**config.mk**
```make
export PLATFORM = sky130hd
export DESIGN_NAME = ctrl_sequencer
export DESIGN_NICKNAME = d
export VERILOG_FILES = /design/src/rtl/ctrl_sequencer.sv
export SDC_FILE = /design/constraint.sdc
export NUM_CORES = 1
export LEC_CHECK = 0
export ABC_AREA = 0
export CORE_MARGIN = 2
export CORE_UTILIZATION = 46
export CTS_CLUSTER_DIAMETER = 120
export CTS_CLUSTER_SIZE = 25
export DETAILED_ROUTE_END_ITERATION = 7
export PLACE_DENSITY = 0.8
export SETUP_SLACK_MARGIN = 0.02
export SYNTH_ARGS = -nofsm -noshare
export SYNTH_HDL_FRONTEND = slang
export SYNTH_SLANG_ARGS = --single-unit
```
**constraint.sdc**
```tcl
create_clock -name clk -period 2.2 [get_ports clk]
set_clock_uncertainty 0.2 [all_clocks]
set_input_delay 0.44 -clock clk [delete_from_list [all_inputs] [get_ports clk]]
set_output_delay 0.44 -clock clk [all_outputs]
set_load 0.05 [all_outputs]
```
**src/rtl/ctrl_sequencer.sv**
```systemverilog
// ctrl_sequencer: multi-cycle fetch/execute sequencer for a 9-bit, 8-opcode instruction set.
// Runs IDLE -> FETCH -> EXEC [-> MEM] repeatedly until the instruction at LAST_PC retires.
module ctrl_sequencer #(
  parameter int unsigned     PC_W    = 10,
  parameter logic [PC_W-1:0] LAST_PC = 10'h3FF,
  parameter int unsigned     INSTR_W = 9
) (
  input  logic               clk,
  input  logic               rst_n,
  input  logic               start,
  output logic               imem_req,
  output logic [PC_W-1:0]    imem_addr,
  input  logic               imem_valid,
  input  logic [INSTR_W-1:0] imem_data,
  output logic [2:0]         alu_op,
  output logic [2:0]         rs1_addr,
  output logic [2:0]         rs2_addr,
  output logic [2:0]         rd_addr,
  output logic               rf_we,
  input  logic               jump_flag,
  input  logic [7:0]         br_target,
  output logic               dmem_req,
  output logic               dmem_we,
  input  logic               dmem_ready,
  output logic               busy,
  output logic               done
);

  typedef enum logic [2:0] {
    S_IDLE  = 3'd0,
    S_FETCH = 3'd1,
    S_EXEC  = 3'd2,
    S_MEM   = 3'd3,
    S_DONE  = 3'd4
  } state_e;

  typedef enum logic [2:0] {
    OP_ADD  = 3'd0,
    OP_XOR  = 3'd1,
    OP_AND  = 3'd2,
    OP_RSL  = 3'd3,
    OP_MOV  = 3'd4,
    OP_LD   = 3'd5,
    OP_ST   = 3'd6,
    OP_BLQZ = 3'd7
  } opcode_e;

  state_e               state_q, state_d;
  logic [PC_W-1:0]      pc_q, pc_d;
  logic [INSTR_W-1:0]   ir_q, ir_d;

  opcode_e              op;
  logic [PC_W-1:0]      pc_inc;
  state_e               retire_st;

  assign op        = opcode_e'(ir_q[8:6]);
  assign pc_inc    = pc_q + PC_W'(1);
  // A non-branching retirement at LAST_PC ends the program; taken branches never do.
  assign retire_st = (pc_q == LAST_PC) ? S_DONE : S_FETCH;

  assign rs1_addr = ir_q[5:3];
  assign rd_addr  = ir_q[5:3];
  assign rs2_addr = ir_q[2:0];

  always_comb begin
    state_d   = state_q;
    pc_d      = pc_q;
    ir_d      = ir_q;
    imem_req  = 1'b0;
    imem_addr = '0;
    alu_op    = '0;
    rf_we     = 1'b0;
    dmem_req  = 1'b0;
    dmem_we   = 1'b0;
    busy      = 1'b0;
    done      = 1'b0;

    case (state_q)
      S_IDLE, S_DONE: begin
        done = (state_q == S_DONE);
        if (start) begin
          pc_d    = '0;
          state_d = S_FETCH;
        end
      end

      S_FETCH: begin
        busy      = 1'b1;
        imem_req  = 1'b1;
        imem_addr = pc_q;
        if (imem_valid) begin
          ir_d    = imem_data;
          state_d = S_EXEC;
        end
      end

      S_EXEC: begin
        busy   = 1'b1;
        alu_op = op;
        case (op)
          OP_LD, OP_ST: state_d = S_MEM;
          OP_BLQZ: begin
            if (jump_flag) begin
              pc_d    = PC_W'(br_target);
              state_d = S_FETCH;
            end else begin
              pc_d    = pc_inc;
              state_d = retire_st;
            end
          end
          default: begin
            rf_we   = 1'b1;
            pc_d    = pc_inc;
            state_d = retire_st;
          end
        endcase
      end

      S_MEM: begin
        busy     = 1'b1;
        alu_op   = op;
        dmem_req = 1'b1;
        dmem_we  = (op == OP_ST);
        if (dmem_ready) begin
          rf_we   = (op == OP_LD);
          pc_d    = pc_inc;
          state_d = retire_st;
        end
      end

      default: state_d = S_IDLE;
    endcase
  end

  always_ff @(posedge clk or negedge rst_n) begin
    if (!rst_n) begin
      state_q <= S_IDLE;
      pc_q    <= '0;
      ir_q    <= '0;
    end else begin
      state_q <= state_d;
      pc_q    <= pc_d;
      ir_q    <= ir_d;
    end
  end

endmodule

```
Word-level counts from Yosys, hierarchy flattened

Index checks and enable logic that the tools add are counted.

Bits in registers: 22
Latch bits: 0
Memory bits (writable): 0
Bits in read-only memories: 0
Input port bits: 23
Output and inout bits: 28
Logic and storage cells: 48
Memories: 0

Add/sub/neg operators: 1
Multipliers: 0
Divide/modulo/power cells: 0
Order comparisons: 0
Eq/ne operators: 12
Shift-type cells: 0
Multiplexer cells: 22
Bitwise gates (word level): 0
Reductions and logical operators: 10

Operator list:

| operator                                                               | number |
|---|---|
| 10-bit 2-to-1 mux                                                      | 4 |
| 10-bit case mux with 3 select lines                                    | 1 |
| 10-bit case mux with 2 select lines                                    | 1 |
| 3-bit 2-to-1 mux                                                       | 6 |
| 3-bit equality test (second input constant)                            | 4 |
| 3-bit case mux with 4 select lines                                     | 1 |
| 10-bit by 1-bit adder with 10-bit output (second input constant)       | 1 |
| 10-bit equality test (second input constant)                           | 1 |
| 2-bit inequality test (second input constant)                          | 4 |
| 1-bit 2-to-1 mux                                                       | 7 |
| 3-bit by 2-bit equality test with 1-bit output (second input constant) | 2 |
| 3-bit case mux with 2 select lines                                     | 1 |
| 2-bit OR reduction                                                     | 3 |
| 3-bit OR reduction                                                     | 2 |
| 4-bit AND reduction                                                    | 1 |
| 3-bit by 1-bit equality test with 1-bit output (second input constant) | 1 |
| 3-bit zero test                                                        | 1 |
| 3-bit AND reduction                                                    | 1 |
| 3-bit nonzero test                                                     | 1 |
| 1-bit case mux with 2 select lines                                     | 1 |
| 2-bit AND reduction                                                    | 1 |

Longest topological paths before layout

Depth in word-level cells: 5
Gate-level depth with buffers: 6
Mapped depth without buffers: 5

Worst setup path before layout

OpenSTA, ideal clock, no wires.

Path kind: register to output
Start: register state_q[1]
End: output port imem_addr[0]
Data arrival time: 2.503 ns
Data required time: 1.560 ns
Path slack: -0.943 ns
Cell stages (with the launch flop): 4
Buffers on the path: 1
Cells stage by stage: dfrtp_1 buf_2 nor3_1 and2_1

Longest elaborated chain between the ends: 2

RTL lines:

| what                                           | line | text |
|---|---|---|
| start: declaration                             | 48   | `state_e state_q, state_d;` |
| start signal: assignment                       | 141  | `state_q <= state_d;` |
| 3-bit by 1-bit equality test with 1-bit output | 78   | `case (state_q)` |
| 10-bit 2-to-1 mux                              | 78   |  |
| end: declaration                               | 12   | `output logic [PC_W-1:0] imem_addr,` |

No other way between the ends.

Worst setup path after layout

Start: register state_q[2]
End: output port imem_addr[8]

The elaborated chain is that of the path after synthesis.

==> results.md <==
- Unrepaired setup endpoints after global routing: true
- Fin area: 2711 um2
- Sequential cell area fraction in the yosys report: 0.3492
- Num CTS Buffers: 3
- Worst slack at placement: -0.04045 ns
- TritonRoute pass-1 iters: 4
- Worst setup SP type: flip-flop
- Min-delay worst type: in -> async
- Cell row count: 21
- NumNets Final: 269
- Grt ovf: 0
- H-tree depth: 1
- Tmin final: 2.209 ns
- Placed insts: 273
- I/O Buffers: 50
- Net Sw Frac: 0.4740
- Avg Inst Size Synth: 9.219 um2
- Die footprint: roughly 3900 um2
- Layout cells sized above 1: 0.4180
- Post-Syn Area: 1577 um2
- Initial Utilization: 0.4762
- Seq cells post-synth: 22
- Mux contribution to synthesized area: 0.07143
- Drt total wl: 5168 um
- Hold Slack: 0.2496 ns
- Comb power frac: 0.700
- Top cell type by total area after synthesis: dfrtp_1
- TritonCTS clock tree: yes
- Max_cap viols: 0
- Sum Neg Setup Slack: -0.02033 ns
- Critical Path AT: 1.57 ns
- Area Growth Syn to Fin: 71.98%
- Post-DRT Antenna Nets: 0
- Post-synthesis simple-gate area fraction: 0.2405
- Cell Pwr Density: roughly 1200 nW/um2
- Fin util: 0.8190
- Max Buffers Root-to-Sink: 2
- DR WL/cell: roughly 18 um
- Crit-path max cell delay: 0.46 ns
- Fillcell total: 205
- Placed Instance Area: 2416 um2
- Top post-synthesis cells by area: dfrtp_1 35%, mux2_2 7.1%, buf_4 4.3%
- Fin crit share: 1.004
- Peak supply drop: 1.033 mV
- Leakage power: approximately 1.1 nW
- Area of the multi-input gates: 1002 um2
- Sequential Area: 555.5 um2
- Largest net degree at the start of global routing: 23
- GRT Resource Usage Total: 0.2490
- Synth top area share: 0.3492
- Yosys Warn Count: 0
- Die height: between 60 and 70 um
- Worst-Margin Slew: 0.5173 ns
- Finished Layout Cells: 290
- Die W: between 60 and 70 um
- Critical path class: reg -> out
- Clk sinks: 22
- CTS clk-pin slew, worst paths: 0.13 ns
- Cts hold-fix bufs: 0
- Final Hold Viols: 0
- Net Switching: between 1.5 and 2 mW
- Mapped Nets: 195
- Number of diodes: 0
- Synth Area in XOR/XNOR: 0.005556
- First-pass GRT wire length: 7969 um
- Vias in the first global route: 1650
- Post-DR vias/cell: 5.986
- Number of distinct library cells after synthesis: 46
- Max stage delay cell, worst path: dfrtp_1
- CP Max Fanout: 8
- Compound-gate portion of the synthesized area: 0.2286
- Worst Setup End Kind: primary output
- Internal power: 1.738 mW
- I/O pin count: 51
- Initial antenna violation count: 0
- Clock latency on the worst-skew pair: 0.32 ns
- Mapped Cells: 171
- Async SR Flop Fraction: 1.000
- Post-route worst setup slack: -0.009432 ns
- Crit path cell chain: buf_6 -> nor3_2 -> buf_4 -> and2_4 -> buf_12
- Final setup violation count: 7
- # DRC: 0
- Max Clock Freq: 452.6 MHz
- Crit path required time: between 1.5 and 2 ns
- Failing checks: negative setup slack
- Main synth FF type: dfrtp_1
- Slew Limit Fails: 0
- Sequential share of power: 0.203
- First DRT Iteration DRCs: 109
- Status: complete, but fails checks
- Main combinational cell family by area after synthesis: simple AND/OR/NAND/NOR gates
- Dpl hpwl: 3564 um
- Relative slew slack: 0.6520
- Adder-Cell Fraction of Synth Area: 0.007937
- Via count: 1736
- Routability Congestion: 0.8865
- Power share of the clock group: 0.098
- Pwr Total: between 3 and 4 mW
- CTS root buffer: clkbuf_4
- Number of flops mapped to enable cells by yosys: 0
- Core ar.: ~3300 um2
-- timing repair --
| action | 4_1_cts | 5_1_grt |
|---|---|---|
| setup buffers | 8 | 5 |
| pin swaps | 1 | 2 |
| gates resized for setup | 18 | 24 |
| gates cloned | 0 | 0 |
| endpoints found under the setup margin | 18 | 24 |
-- placed cells by master (no fill, tap or decap), drive strengths merged, types with 7 or more instances in the layout --
cell type | Yosys | layout
buf | 17 | 57
clkdlybuf4s50 | 0 | 22
dfrtp | 22 | 22
mux2 | 10 | 10
inv | 10 | 10
a21oi | 10 | 10
and2 | 9 | 9
nand3 | 7 | 7
nor2 | 7 | 7
nand2 | 7 | 7
-- synth_stat cells, types with 3 or more instances --
library cell / number
a21oi_1: 9
a221oi_1: 5
and2_1: 9
and4_1: 3
buf_2: 8
buf_4: 9
dfrtp_1: 22
inv_1: 9
mux2_2: 10
nand2_1: 7
nand2b_1: 4
nand3_1: 7
nand4_1: 3
nor2_1: 7
nor3_1: 4
nor4_1: 5
o21ai_0: 4
o221ai_1: 4
o22ai_1: 6
o2bb2ai_1: 3
-- power groups by stage --
stage | Sequential (mW) | Clock (mW) | Combinational [mW]
finish | 0.670 | 0.322 | 2.31
floorplan | 0.604 | 0 | 1.42
CTS | 0.669 | 0.325 | 2.16
detailed placement | 0.699 | 0 | 2.00
global placement | 0.684 | 0 | 1.97
global route | 0.698 | 0.338 | 2.42
-- registers in the layout, indices dropped and copies added, names as in the netlist --
register / cells
state_q: 3
ir_q: 9
pc_q: 10
-- critical path, delay by kind of cell, from the launching register on --
kind                   cells  cell delay [ns]
DFF                        1             0.46
buffers and inverters      3             0.49
and+or+nand+nor            2             0.30
-- logic make-up after synthesis --
kind of cell,Yosys count
simple gates,60
compound gates,48
buf+inv,29
flops,22
mux,10
xor+xnor,1
fa+ha+maj,1
-- final cells by class --
class / instances / area share
Timing Repair Buffer: 88 / 0.3710
Inverter: 10 / 0.01384
Sequential cell: 22 / 0.2049
Clock buffer: 3 / 0.008306
Tap cell: 46 / 0.02123
Multi-Input combinational cell: 120 / 0.3696
Clock inverter: 1 / 0.01108
-- layer usage --
metal	part of all wire	vias up	track usage
li1	-	798	-
met1	0.42	851	0.3291
met2	0.51	77	0.4341
met3	0.052	10	0.02883
met4	0.017	0	0.06111
met5	0	-	0
-- final timing paths --
check	to	startpoint	slack (ns)	cells after the start
max	imem_addr[8]	state_q[2]$_DFFE_PN0P_	-0.009	5
min	pc_q[7]$_DFFE_PN0P_	rst_n	0.25	2
max reg2reg	pc_q[4]$_DFFE_PN0P_	ir_q[6]$_DFFE_PN0P_	0.13	6
min reg2reg	ir_q[2]$_DFFE_PN0P_	ir_q[2]$_DFFE_PN0P_	0.32	1
max in group asynchronous	state_q[0]$_DFFE_PN0P_	rst_n	1.30	2
min in group clk	ir_q[2]$_DFFE_PN0P_	ir_q[2]$_DFFE_PN0P_	0.32	1
Note: power is estimated with default switching activity, not from simulation.
